[config.mk]
export PLATFORM = sky130hd
export DESIGN_NAME = udp2mstq
export DESIGN_NICKNAME = d
export VERILOG_FILES = /design/src/rtl/udp2mstq.sv
export SDC_FILE = /design/constraint.sdc
export NUM_CORES = 1
export LEC_CHECK = 0
export ABC_AREA = 1
export CAP_MARGIN = 40
export CORE_UTILIZATION = 58
export DETAILED_ROUTE_END_ITERATION = 6
export GPL_TIMING_DRIVEN = 0
export HOLD_SLACK_MARGIN = 0.06
export PLACE_DENSITY = 0.95
export REMOVE_ABC_BUFFERS = 1
export SYNTH_ARGS = -nofsm -noshare
export SYNTH_HDL_FRONTEND = slang
export SYNTH_SLANG_ARGS = --single-unit
[constraint.sdc]
create_clock -name pcie_clk -period 8.1 [get_ports pcie_clk]
set_input_delay 0.81 -clock pcie_clk [delete_from_list [all_inputs] [get_ports pcie_clk]]
set_output_delay 0.81 -clock pcie_clk [all_outputs]
set_load 0.02 [all_outputs]
[src/rtl/udp2mstq.sv]
// rtl/udp2mstq.sv - UDP receive parser feeding tagged address/data words to the PCIe master write queue
// Preamble strip, Ethernet/IPv4/UDP header checks, then 48-bit address and payload words via a 2-entry skid.
module udp2mstq #(
   parameter logic [15:0] UDP_PORT = 16'd3422,
   parameter int          MAX_DATA = 128
) (
   input  logic        pcie_clk,
   input  logic        sys_rst,
   input  logic [8:0]  phy_dout,
   input  logic        phy_empty,
   output logic        phy_rd_en,
   output logic [17:0] mst_din,
   input  logic        mst_full,
   output logic        mst_wr_en,
   input  logic [31:0] if_v4addr,
   input  logic [47:0] if_macaddr,
   output logic [15:0] rx_frames,
   output logic [15:0] rx_drops
);

   typedef enum logic [2:0] {IDLE, PRE, HDR, ADDR, DATA, SKIP} state_t;

   state_t      state;
   logic [5:0]  off;
   logic [7:0]  hi;
   logic [7:0]  len_hi;
   logic [15:0] words_left;
   logic        phase, m_loc, m_bc, pend, rd_d;
   logic [17:0] s0, s1;
   logic [1:0]  cnt;

   logic        in_frame, hdr_fail, push, last_word, mac_loc_n, mac_bc_n, len_bad;
   logic [7:0]  b, mac_byte;
   logic [15:0] udp_len, data_len;
   logic [17:0] push_word;

   assign in_frame  = phy_dout[8];
   assign b         = phy_dout[7:0];
   assign udp_len   = {len_hi, b};
   assign data_len  = udp_len - 16'd14;
   assign len_bad   = (udp_len < 16'd16) || data_len[0] || (data_len > 16'(MAX_DATA));
   assign last_word = (words_left == 16'd1);
   assign mac_loc_n = m_loc && (b == mac_byte);
   assign mac_bc_n  = m_bc && (b == 8'hFF);

   // Reading stalls whenever the skid holds anything; the in-flight byte lands in the spare entry.
   assign phy_rd_en = !sys_rst && !phy_empty && (cnt == 2'd0);
   assign mst_wr_en = !sys_rst && (cnt != 2'd0) && !mst_full;
   assign mst_din   = s0;

   always_comb begin
      mac_byte = if_macaddr[7:0];
      case (off[2:0])
         3'd0: mac_byte = if_macaddr[47:40];
         3'd1: mac_byte = if_macaddr[39:32];
         3'd2: mac_byte = if_macaddr[31:24];
         3'd3: mac_byte = if_macaddr[23:16];
         3'd4: mac_byte = if_macaddr[15:8];
         default: mac_byte = if_macaddr[7:0];
      endcase
   end

   always_comb begin
      hdr_fail = 1'b0;
      case (off)
         6'd0, 6'd1, 6'd2, 6'd3, 6'd4, 6'd5: hdr_fail = !(mac_loc_n || mac_bc_n);
         6'd12: hdr_fail = (b != 8'h08);
         6'd13: hdr_fail = (b != 8'h00);
         6'd14: hdr_fail = (b != 8'h45);
         6'd23: hdr_fail = (b != 8'h11);
         6'd30: hdr_fail = (b != if_v4addr[31:24]);
         6'd31: hdr_fail = (b != if_v4addr[23:16]);
         6'd32: hdr_fail = (b != if_v4addr[15:8]);
         6'd33: hdr_fail = (b != if_v4addr[7:0]);
         6'd36: hdr_fail = (b != UDP_PORT[15:8]);
         6'd37: hdr_fail = (b != UDP_PORT[7:0]);
         6'd39: hdr_fail = len_bad;
         default: hdr_fail = 1'b0;
      endcase
   end

   always_comb begin
      push      = 1'b0;
      push_word = '0;
      if (rd_d) begin
         if (!in_frame) begin
            if (state == ADDR || state == DATA) begin
               push      = 1'b1;
               push_word = {2'b11, 16'h0000};
            end
         end else if (state == ADDR && off[0]) begin
            push      = 1'b1;
            push_word = {2'b10, hi, b};
         end else if (state == DATA && phase) begin
            push      = 1'b1;
            push_word = {(last_word ? 2'b01 : 2'b00), hi, b};
         end
      end
   end

   function automatic logic [15:0] sat_inc(input logic [15:0] v);
      return (v == 16'hFFFF) ? v : v + 16'd1;
   endfunction

   always_ff @(posedge pcie_clk) begin
      if (sys_rst) begin
         state <= IDLE; off <= '0; hi <= '0; len_hi <= '0; words_left <= '0;
         phase <= 1'b0; m_loc <= 1'b0; m_bc <= 1'b0; pend <= 1'b0; rd_d <= 1'b0;
         s0 <= '0; s1 <= '0; cnt <= '0;
         rx_frames <= '0; rx_drops <= '0;
      end else begin
         rd_d <= phy_rd_en;
         case ({push, mst_wr_en})
            2'b10: begin
               if (cnt == 2'd0) s0 <= push_word;
               else             s1 <= push_word;
               cnt <= cnt + 2'd1;
            end
            2'b01: begin
               s0  <= s1;
               cnt <= cnt - 2'd1;
            end
            2'b11: begin
               if (cnt == 2'd1) s0 <= push_word;
               else begin
                  s0 <= s1;
                  s1 <= push_word;
               end
            end
            default: ;
         endcase

         if (rd_d && !in_frame) begin
            // SFD failures are counted here, at the end of the frame, via pend.
            if (state == PRE || state == HDR || state == ADDR || state == DATA || (state == SKIP && pend))
               rx_drops <= sat_inc(rx_drops);
            state <= IDLE;
            pend  <= 1'b0;
         end else if (rd_d) begin
            case (state)
               IDLE, PRE: begin
                  if (b == 8'h55) state <= PRE;
                  else if (b == 8'hD5) begin
                     state <= HDR;
                     off   <= '0;
                     m_loc <= 1'b1;
                     m_bc  <= 1'b1;
                  end else begin
                     state <= SKIP;
                     pend  <= 1'b1;
                  end
               end
               HDR: begin
                  if (hdr_fail) begin
                     state    <= SKIP;
                     pend     <= 1'b0;
                     rx_drops <= sat_inc(rx_drops);
                  end else begin
                     off <= off + 6'd1;
                     if (off <= 6'd5) begin
                        m_loc <= mac_loc_n;
                        m_bc  <= mac_bc_n;
                     end
                     if (off == 6'd38) len_hi <= b;
                     if (off == 6'd39) words_left <= {1'b0, data_len[15:1]};
                     if (off == 6'd41) state <= ADDR;
                  end
               end
               ADDR: begin
                  off <= off + 6'd1;
                  if (!off[0]) hi <= b;
                  if (off == 6'd47) begin
                     state <= DATA;
                     phase <= 1'b0;
                  end
               end
               DATA: begin
                  phase <= !phase;
                  if (!phase) hi <= b;
                  else begin
                     words_left <= words_left - 16'd1;
                     if (last_word) begin
                        rx_frames <= sat_inc(rx_frames);
                        state     <= SKIP;
                        pend      <= 1'b0;
                     end
                  end
               end
               default: ;
            endcase
         end
      end
   end

endmodule

==> summary.txt <==
most numerous cell in the Yosys netlist: nand2_1
worst-skew pair later-pin latency: 420 ps
vias per inst: 5.820
overall die height: 118.3 um
post-synth cell types: 44
cell row count: 42
Crit path required time: 8440 ps
yosys warns: 0
CP Capture Type: flip-flop
initial antenna violation count: 0
hold crit path type: flip-flop to flip-flop
met2 Use GR: 0.6015
sequential share of power: 0.360
DRT iter0 DRCs: 1020
pre-CTS WS: 4105 ps
WL final: 24540 um
Final period util: 0.4562
Final nets: 1501
Pwr Density: 167.6 mW/mm^2
Finished Layout Cells: 1580
DR pass1 iterations: 6
clock share of power: 0.477
Int Power: 1.203 mW
ANT cells: 0
CTS Buf Count: 17
unrepaired setup endpoints after global routing: no
Final Core Density: 0.7542
# clock sinks: 116
share of post-route cells with drive strength above 1: 0.06268
Mapped Cells: 1274
worst-margin pin slew: 854.5 ps
Yosys reg bits: 116
Setup Viol. Count Final: 0
Worst R2R Setup Slack: 4450 ps
Leakage: 4.189 nW
cts repair resizes: 0
initial core utilization: 0.5943
CP Max Fanout: 16
Die Wd: 118.3 um
gr usage total: 0.3486
final hold slack: 458.3 ps
Synth top cells by count: nand2_1, nor2_1, inv_1
top_reg_cell synth: dfxtp_1
placed cell area: 0.009321 sq mm
critical path startpoint category: input port
Clock Pin Slew Worst Setup and Hold Paths: 60 ps
DRC viols: 0
Core ar.: 0.01319 sq mm
max-cap violations: 0
CTS tree: yes
met1 usage: 0.4081
FMAX: 0.2706 GHz
cell count after placement: 1548
Routed WL per cell: 15.53 um
cts hold-fix bufs: 0
clk buf depth: 2
Final ANT Viol Nets: 0
grt met3 use: 0.08060
worst setup margin: 4404 ps
max-slew violation count: 0
Post-synth EDFFs: 0
outcome: finished clean
PortBufs: 144
first-pass GRT wire length: 39720 um
GPL Wtd Cong: 0.9225
vias in the first global route: 8630
sw frac: 0.2786
H-tree Lvls: 4
# IOs: 145
Die Area: 0.01398 sq mm
Avg Synthesized Cell Area: 6.153 sq um
Post-CTS Setup Inserts: 0
VDD IR-drop max: 150.4 uV
CTS Root Cell: clkbuf_16
DR vias: 9196
Design Power: 1.667 mW
Slew headroom: 0.4260
Setup CP Type: input port to flip-flop
Final Hold Viols: 0
CP arrival: 4030 ps
sum of negative setup slack: 0 ps
Overflow after GRT: 0
area delta synth->final: 26.91%
combinational fraction of design power: 0.163
ys async rst share: 0
mapped cell area: 0.007839 sq mm
top cell type's share of synthesized area: 0.2962
minimum clock period: 3696 ps
largest area contributor in the netlist: dfxtp_1
HPWL after DPL: 16790 um
Worst Clk Skew: 6.489 ps
post-route cell area: 0.009948 sq mm
Seq/Total Area, Yosys: 0.2962
pin count of the biggest net entering global routing: 47
Psw: 0.4645 mW
GR peak layer: met2
Synth area leaders: dfxtp_1, nand2_1, nor2_1
final timing paths:
check,depth (start not counted),end,startpoint
max,17,words_left[9],phy_dout[6]
min reg2reg,2,hi[4],hi[4]
max reg2reg,17,words_left[9],off[2]
min,2,hi[4],hi[4]
sequential cells by signal, summed over array words and instances (netlist names), 2 cells and up:
signal	flops
mst_din	18
s1	18
rx_drops	16
rx_frames	16
words_left	16
hi	8
len_hi	8
off	6
state	3
cnt	2
layout make-up:
type                       instances  area [sq um]
multi-input combinational        940          4644
fill                             951          3242
sequential                       116          2322
timing repair buffer             150          1509
inverter                         166         625.6
clock buffer                      19         452.9
tap                              176         220.2
clock inverter                    13         173.9
kinds of logic (layout without fill, tap and decap cells):
logic type      after synthesis  in the layout  synth area share
simple gates                669            669            0.3807
compound gates              227            227            0.1540
buf+inv                     218            348            0.1117
flops                       116            116            0.2962
xor+xnor                     27             27           0.03017
fa+ha+maj                    17             17           0.02713
power by group through the flow:
stage	Clock (mW)	Sequential, mW	Combinational (mW)
3_3_place_gp	0	0.610	0.252
5_1_grt	0.822	0.601	0.295
2_1_floorplan	0	0.618	0.138
4_1_cts	0.795	0.599	0.266
3_5_place_dp	0	0.611	0.261
6_report	0.795	0.600	0.272
layout by cell type (no fill, tap or decap), drive strengths merged:
cell type / instances
o311ai: 1
o221a: 3
a32oi: 1
clkbuf: 19
o31ai: 4
clkinvlp: 3
ha: 17
clkdlybuf4s50: 143
bufinv: 3
xnor2: 7
buf: 7
o21ai: 108
nand4: 47
a311oi: 1
nand3: 101
a21o: 1
a31oi: 4
and2: 1
nand3b: 1
nor3b: 2
a21oi: 98
a21boi: 1
nor2: 187
or2: 1
a221oi: 1
xor2: 20
nor4: 6
dfxtp: 116
inv: 168
o21a: 2
o22ai: 2
clkinv: 5
nand2: 282
nor3: 41
per-layer routing:
layer / share of wire / vias to the layer above
met4: 0.034 / 0
met5: 0 / -
met2: 0.49 / 509
li1: - / 4402
met1: 0.39 / 4189
met3: 0.086 / 96
worst max-delay path, cell delays in order:
cell             delay, ps
clkdlybuf4s50_1        680
inv_1                  400
nand3_1                260
inv_1                  190
nand2_1                 80
xor2_1                 170
nor2_1                 120
nand3_1                140
nand2_1                100
nand2_1                 80
nor2_4                 160
nand2_4                100
nand2_8                110
nand2_4                150
inv_4                  230
nand2_1                 70
a21oi_1                150
Note: power is estimated with default switching activity, not from simulation.
